<file path="src/rtl/fsm_oe4s_sequencer.sv">
// Route sequencer for a one-hot 4-state FSM: steps the driven FSM through a
// programmable list of target states, checks the one-hot feedback after every
// move and optionally dwells a programmable number of cycles per step.
//
// Ports:
//   clk, rst               clock, asynchronous active-high reset
//   cfg_we/addr/state/dwell route-table write port (accepted only while idle)
//   route_len              index of the last route step, latched on start
//   start, abort           level-sampled control requests
//   st0..st3               one-hot state feedback from the driven FSM
//   t0x..t3x               transition selects to the driven FSM
//   busy, done, err        status (done one-cycle pulse, err sticky)
//   step_idx               current route step index
module fsm_oe4s_sequencer (
    input  logic       clk,
    input  logic       rst,
    input  logic       cfg_we,
    input  logic [2:0] cfg_addr,
    input  logic [1:0] cfg_state,
    input  logic [3:0] cfg_dwell,
    input  logic [2:0] route_len,
    input  logic       start,
    input  logic       abort,
    input  logic       st0,
    input  logic       st1,
    input  logic       st2,
    input  logic       st3,
    output logic [1:0] t0x,
    output logic [1:0] t1x,
    output logic [1:0] t2x,
    output logic [1:0] t3x,
    output logic       busy,
    output logic       done,
    output logic       err,
    output logic [2:0] step_idx
);

    localparam int unsigned STEP_W  = 3;
    localparam int unsigned STATE_W = 2;
    localparam int unsigned DWELL_W = 4;
    localparam int unsigned ENTRIES = 8;

    typedef enum logic [1:0] {IDLE, MOVE, CHECK, DWELL} seq_state_t;

    seq_state_t           state, state_next;
    logic [STATE_W-1:0]   route_state [ENTRIES];
    logic [DWELL_W-1:0]   route_dwell [ENTRIES];
    logic [STEP_W-1:0]    len_q, len_next;
    logic [DWELL_W-1:0]   cnt_q, cnt_next;
    logic [STEP_W-1:0]    step_next;
    logic                 err_next, done_next, busy_next;
    logic [STATE_W-1:0]   cur_target, tgt_next;
    logic [DWELL_W-1:0]   cur_dwell;
    logic [3:0]           fb, fb_expect;
    logic                 fb_ok, advance, we_ok;
    logic [STATE_W-1:0]   t0_next, t1_next, t2_next, t3_next;

    // State register plus all registered outputs and the route table
    always_ff @(posedge clk or posedge rst) begin
        if (rst) begin
            state    <= IDLE;
            len_q    <= '0;
            cnt_q    <= '0;
            step_idx <= '0;
            err      <= 1'b0;
            done     <= 1'b0;
            busy     <= 1'b0;
            t0x      <= 2'd0;
            t1x      <= 2'd1;
            t2x      <= 2'd2;
            t3x      <= 2'd3;
            for (int i = 0; i < ENTRIES; i++) begin
                route_state[i] <= '0;
                route_dwell[i] <= '0;
            end
        end else begin
            state    <= state_next;
            len_q    <= len_next;
            cnt_q    <= cnt_next;
            step_idx <= step_next;
            err      <= err_next;
            done     <= done_next;
            busy     <= busy_next;
            t0x      <= t0_next;
            t1x      <= t1_next;
            t2x      <= t2_next;
            t3x      <= t3_next;
            if (we_ok) begin
                route_state[cfg_addr] <= cfg_state;
                route_dwell[cfg_addr] <= cfg_dwell;
            end
        end
    end

    // Next-state logic; outputs are computed from the next state so they
    // line up with the state they describe
    always_comb begin
        state_next = state;
        len_next   = len_q;
        cnt_next   = cnt_q;
        step_next  = step_idx;
        err_next   = err;
        done_next  = 1'b0;
        advance    = 1'b0;

        we_ok      = cfg_we && (state == IDLE);
        cur_target = route_state[step_idx];
        cur_dwell  = route_dwell[step_idx];
        fb         = {st3, st2, st1, st0};
        fb_expect  = 4'b0001 << cur_target;
        // Exact compare rejects zero, multi-hot and wrong-state feedback
        fb_ok      = (fb == fb_expect);

        case (state)
            IDLE: begin
                if (start && !abort) begin
                    state_next = MOVE;
                    step_next  = '0;
                    len_next   = route_len;
                    err_next   = 1'b0;
                end
            end
            MOVE: state_next = CHECK;
            CHECK: begin
                if (!fb_ok) begin
                    state_next = IDLE;
                    err_next   = 1'b1;
                end else if (cur_dwell == '0) begin
                    advance = 1'b1;
                end else begin
                    cnt_next   = cur_dwell;
                    state_next = DWELL;
                end
            end
            DWELL: begin
                if (cnt_q <= DWELL_W'(1)) begin
                    advance = 1'b1;
                end else begin
                    cnt_next = DWELL_W'(cnt_q - DWELL_W'(1));
                end
            end
            default: state_next = IDLE;
        endcase

        if (advance) begin
            if (step_idx == len_q) begin
                state_next = IDLE;
                done_next  = 1'b1;
            end else begin
                step_next  = STEP_W'(step_idx + STEP_W'(1));
                state_next = MOVE;
            end
        end

        // Abort overrides everything outside IDLE and leaves err/step alone
        if (abort && (state != IDLE)) begin
            state_next = IDLE;
            done_next  = 1'b0;
            err_next   = err;
            step_next  = step_idx;
        end

        busy_next = (state_next != IDLE);

        // Forward a same-cycle table write so the first MOVE sees it
        tgt_next = route_state[step_next];
        if (we_ok && (cfg_addr == step_next)) begin
            tgt_next = cfg_state;
        end

        if (state_next == MOVE) begin
            t0_next = tgt_next;
            t1_next = tgt_next;
            t2_next = tgt_next;
            t3_next = tgt_next;
        end else begin
            t0_next = 2'd0;
            t1_next = 2'd1;
            t2_next = 2'd2;
            t3_next = 2'd3;
        end
    end

endmodule

</file>
<file path="config.mk">
export PLATFORM = sky130hd
export DESIGN_NAME = fsm_oe4s_sequencer
export DESIGN_NICKNAME = d
export VERILOG_FILES = /design/src/rtl/fsm_oe4s_sequencer.sv
export SDC_FILE = /design/constraint.sdc
export NUM_CORES = 1
export LEC_CHECK = 0
export CAP_MARGIN = 40
export CORE_ASPECT_RATIO = 1.4
export CORE_MARGIN = 4
export CORE_UTILIZATION = 35
export CTS_BUF_LIST = sky130_fd_sc_hd__clkbuf_4
export DETAILED_ROUTE_END_ITERATION = 7
export HOLD_SLACK_MARGIN = 0.05
export PLACE_DENSITY = 0.56
export SYNTH_ARGS = -nofsm -noshare
export SYNTH_HDL_FRONTEND = slang
export SYNTH_SLANG_ARGS = --single-unit
</file>
<file path="constraint.sdc">
create_clock -name clk -period 5 [get_ports clk]
set_clock_uncertainty 0.1 [all_clocks]
set_input_delay 0.5 -clock clk [delete_from_list [all_inputs] [get_ports clk]]
set_output_delay 0.5 -clock clk [all_outputs]
set_load 0.005 [all_outputs]
</file>
==> impl_metrics.toml <==
[sta]
setup_viols_final = 0
timing.final.max_slew_violations = 0
whs_ps = 302.5
max_freq_mhz = 230.1
fin_setup_tns_ps = 0
postLayoutSetupSlackWorst_ps = 654.1
worst-slew-pin-transition_ps = 745.7
rsz0062_at_grt = "false"
slew_headroom_pct = 50.29
post-route-period-util_pct = 86.92
finalHoldViolations = 0
fin_crit_ps = 4346

[synth]
synth_area_um2 = 3597
netlist.top_cell.by_area = "dfrtp_1"
synthMostInstantiatedCell = "dfrtp_1"
synth_top_cell_area_share_pct = 45.22
postSynthAreaPerCell_um2 = 11.83
syn_inst = 304
postSynth.asyncResetShare_pct = 100.0
synth.net_count = 328
synth_cell_types = 59
synth_top_cells_by_count = "dfrtp_1 (65), mux2_2 (38), nand2_1 (30)"
top_cells_by_area_in_the_synthesized_netlist = "dfrtp_1 (45%), mux2_2 (12%), mux4_2 (6.3%)"
dominantRegCellSynth = "dfrtp_1"
yosysSeqAreaShare_pct = 46.68
synthesized_flop_and_latch_total = 67
synth-edff-count = 0
synth.yosys.warnings = 0

[critical_path]
critPathKind = "reg2reg"
worst_ep_required_time_ps = 5240
worst_setup_path_start_kind = "register"
timing.critical_path.from = "step_idx[0]$_DFF_PP0_"
crit-reg2reg-launch = "step_idx[0]$_DFF_PP0_"
critical_path.max_fanout = 11
worst_ep_arrival_time_ps = 4590
cp-end-kind = "register"

[grt]
first_global_vias = 2519
initial_antenna_violation_count = 1
grt_start_max_net_pins = 51
globalRouteTotalUtil_pct = 14.83
grt.overflow.total = 0
grt_first_pass_wirelength_mm = 13.49

[route]
drt-wirelength-per-cell_um = 17.06
first_iter_violations = 263
number_of_nets_still_failing_antenna_checks_after_routing = 0
total_via_count_after_detailed_routing = 2551
iteration_count_of_the_initial_detailed_routing_pass = 4
drt_wl_total_mm = 8.208
drc = 0
post_drt_via_cell_ratio = 5.304

[job]
maxCapViolations = 0

[die]
start_util_pct = 36.14
core.rowCount = 43
die-height_um = 128.0
ios = 35
floorplan.die.width_um = 93.68
fp.coreArea_um2 = 9953
die_area_um2 = 11990

[clock_network]
cts.repair_timing.setup_buffer_count = 0
clk_latency_ps = 420
clock_path_buffers = 2
tritoncts_clock_tree = "built"
clk_pin_slew_worst_paths_ps = 110
numCtsBuffers = 9
cts-root-buf = "clkbuf_4"
tritoncts_num_sinks = 67
ctsHoldBuffers = 0
cts-htree-levels = 3
post_cts_resized = 0

[finish]
post_layout_utilization_of_the_core_pct = 42.29
area_delta_synth_final_pct = 17.01
seq_area_um2 = 1679
fill_cells = 960
final_area_um2 = 4209
finalNetCount = 365
multi_input_comb_area_um2 = 1783
drive_above_1_share_pct = 24.93

[power_and_ir_drop]
power_density_nw_per_um2 = 349.8
power.static_leakage_nw = 1.713
switching_share_pct = 29.24
power.share.sequential_pct = 52.0
pwr-share-clk_pct = 23.1
p_comb_share_pct = 24.9
switchingPower_mw = 0.4305
worst_ir_drop_vdd_uv = 126.3
internal_power_mw = 1.042

[place]
gpl.final_weighted_congestion = 0.8724
placement.setup.worst_slack_ps = 708.3
port-buffer-count = 34
dpl.hpwl_mm = 6.060
postPlaceCellArea_um2 = 4081

[min_path]
hold_class = "in2async"

[run_status]
status = "finished clean"
## cell families after synthesis
| logic type | after synthesis | synth area share (%) |
|---|---|---|
| buffers and inverters | 27 | 3.756 |
| flip-flops | 67 | 46.68 |
| multiplexers | 58 | 22.05 |
| AND/OR/NAND/NOR | 83 | 12.10 |
| adder cells (fa/ha/maj) | 3 | 1.044 |
| AO/OA/AOI/OAI | 60 | 12.90 |
| XOR/XNOR | 6 | 1.461 |
## layer usage
layer  up-vias  GRT usage, %  share of wire (%)
li1       1201             -                  -
met5         -             0                  0
met1      1282         18.34                 42
met2        55         24.30                 51
met3        13         4.580                4.2
met4         0         5.442                2.0
## critical path, stage by stage (launching register included)
cell and delay (ps):
dfrtp_1 760, buf_4 260, mux4_2 500, mux2i_1 330, nand2_1 90, a21oi_1 390
o21ai_2 180, nand2_2 140, mux2i_2 450, inv_2 140, or3_1 350, a2111o_1 440
o22ai_1 140
## cell type report
| type | count | share of cell area, % |
|---|---|---|
| inverter | 14 | 1.249 |
| antenna | 1 | 0.05945 |
| sequential | 67 | 39.89 |
| multi-input combinational | 210 | 42.36 |
| clock inverter | 4 | 1.011 |
| clock buffer | 11 | 1.962 |
| tap | 135 | 4.013 |
| timing repair buffer | 39 | 9.453 |
## final timing paths
path / endpoint / slack, ps / cells past startpoint
setup / recovery: t2x[0]$_DFF_PP0_ / 650 / 12
hold / removal: len_q[2]$_DFFE_PP0P_ / 300 / 3
setup reg to reg: t2x[0]$_DFF_PP0_ / 650 / 12
hold reg to reg: route_dwell[28]$_DFFE_PP0P_ / 410 / 1
max in group asynchronous: route_state[7]$_DFFE_PP0P_ / 3970 / 4
min in group clk: route_dwell[28]$_DFFE_PP0P_ / 410 / 1
## placed cells by master, fill, tap and decap left out, drive strengths merged, types with 5 or more instances in the layout
cell type / instances
dfrtp: 65
mux2: 38
clkdlybuf4s50: 34
nand2: 31
o21ai: 22
inv: 14
mux4: 12
nor2: 11
clkbuf: 11
mux2i: 8
nor3: 7
a21oi: 6
a2111oi: 5
buf: 5
## power groups by stage
stage	combinational [mW]	clock (mW)	sequential, mW
2_1_floorplan	0.281	0	0.740
3_3_place_gp	0.361	0	0.772
3_5_place_dp	0.369	0	0.776
4_1_cts	0.371	0.354	0.764
5_1_grt	0.411	0.386	0.782
6_report	0.366	0.341	0.765
## metrics by stage
stage / std cells / power, mW
finish: 481 / 1.472
global route: 481 / 1.579
CTS: 480 / 1.490
detailed placement: 465 / 1.145
global placement: 464 / 1.133
floorplan: 304 / 1.022
## flip-flops by register name (all words and copies together), names as in the netlist
register     flops
t2x              2
route_dwell     32
err              1
busy             1
len_q            3
route_state     16
state            2
t0x              1
done             1
t3x              1
cnt_q            4
step_idx         3
Power figures use the tool's default switching activity.
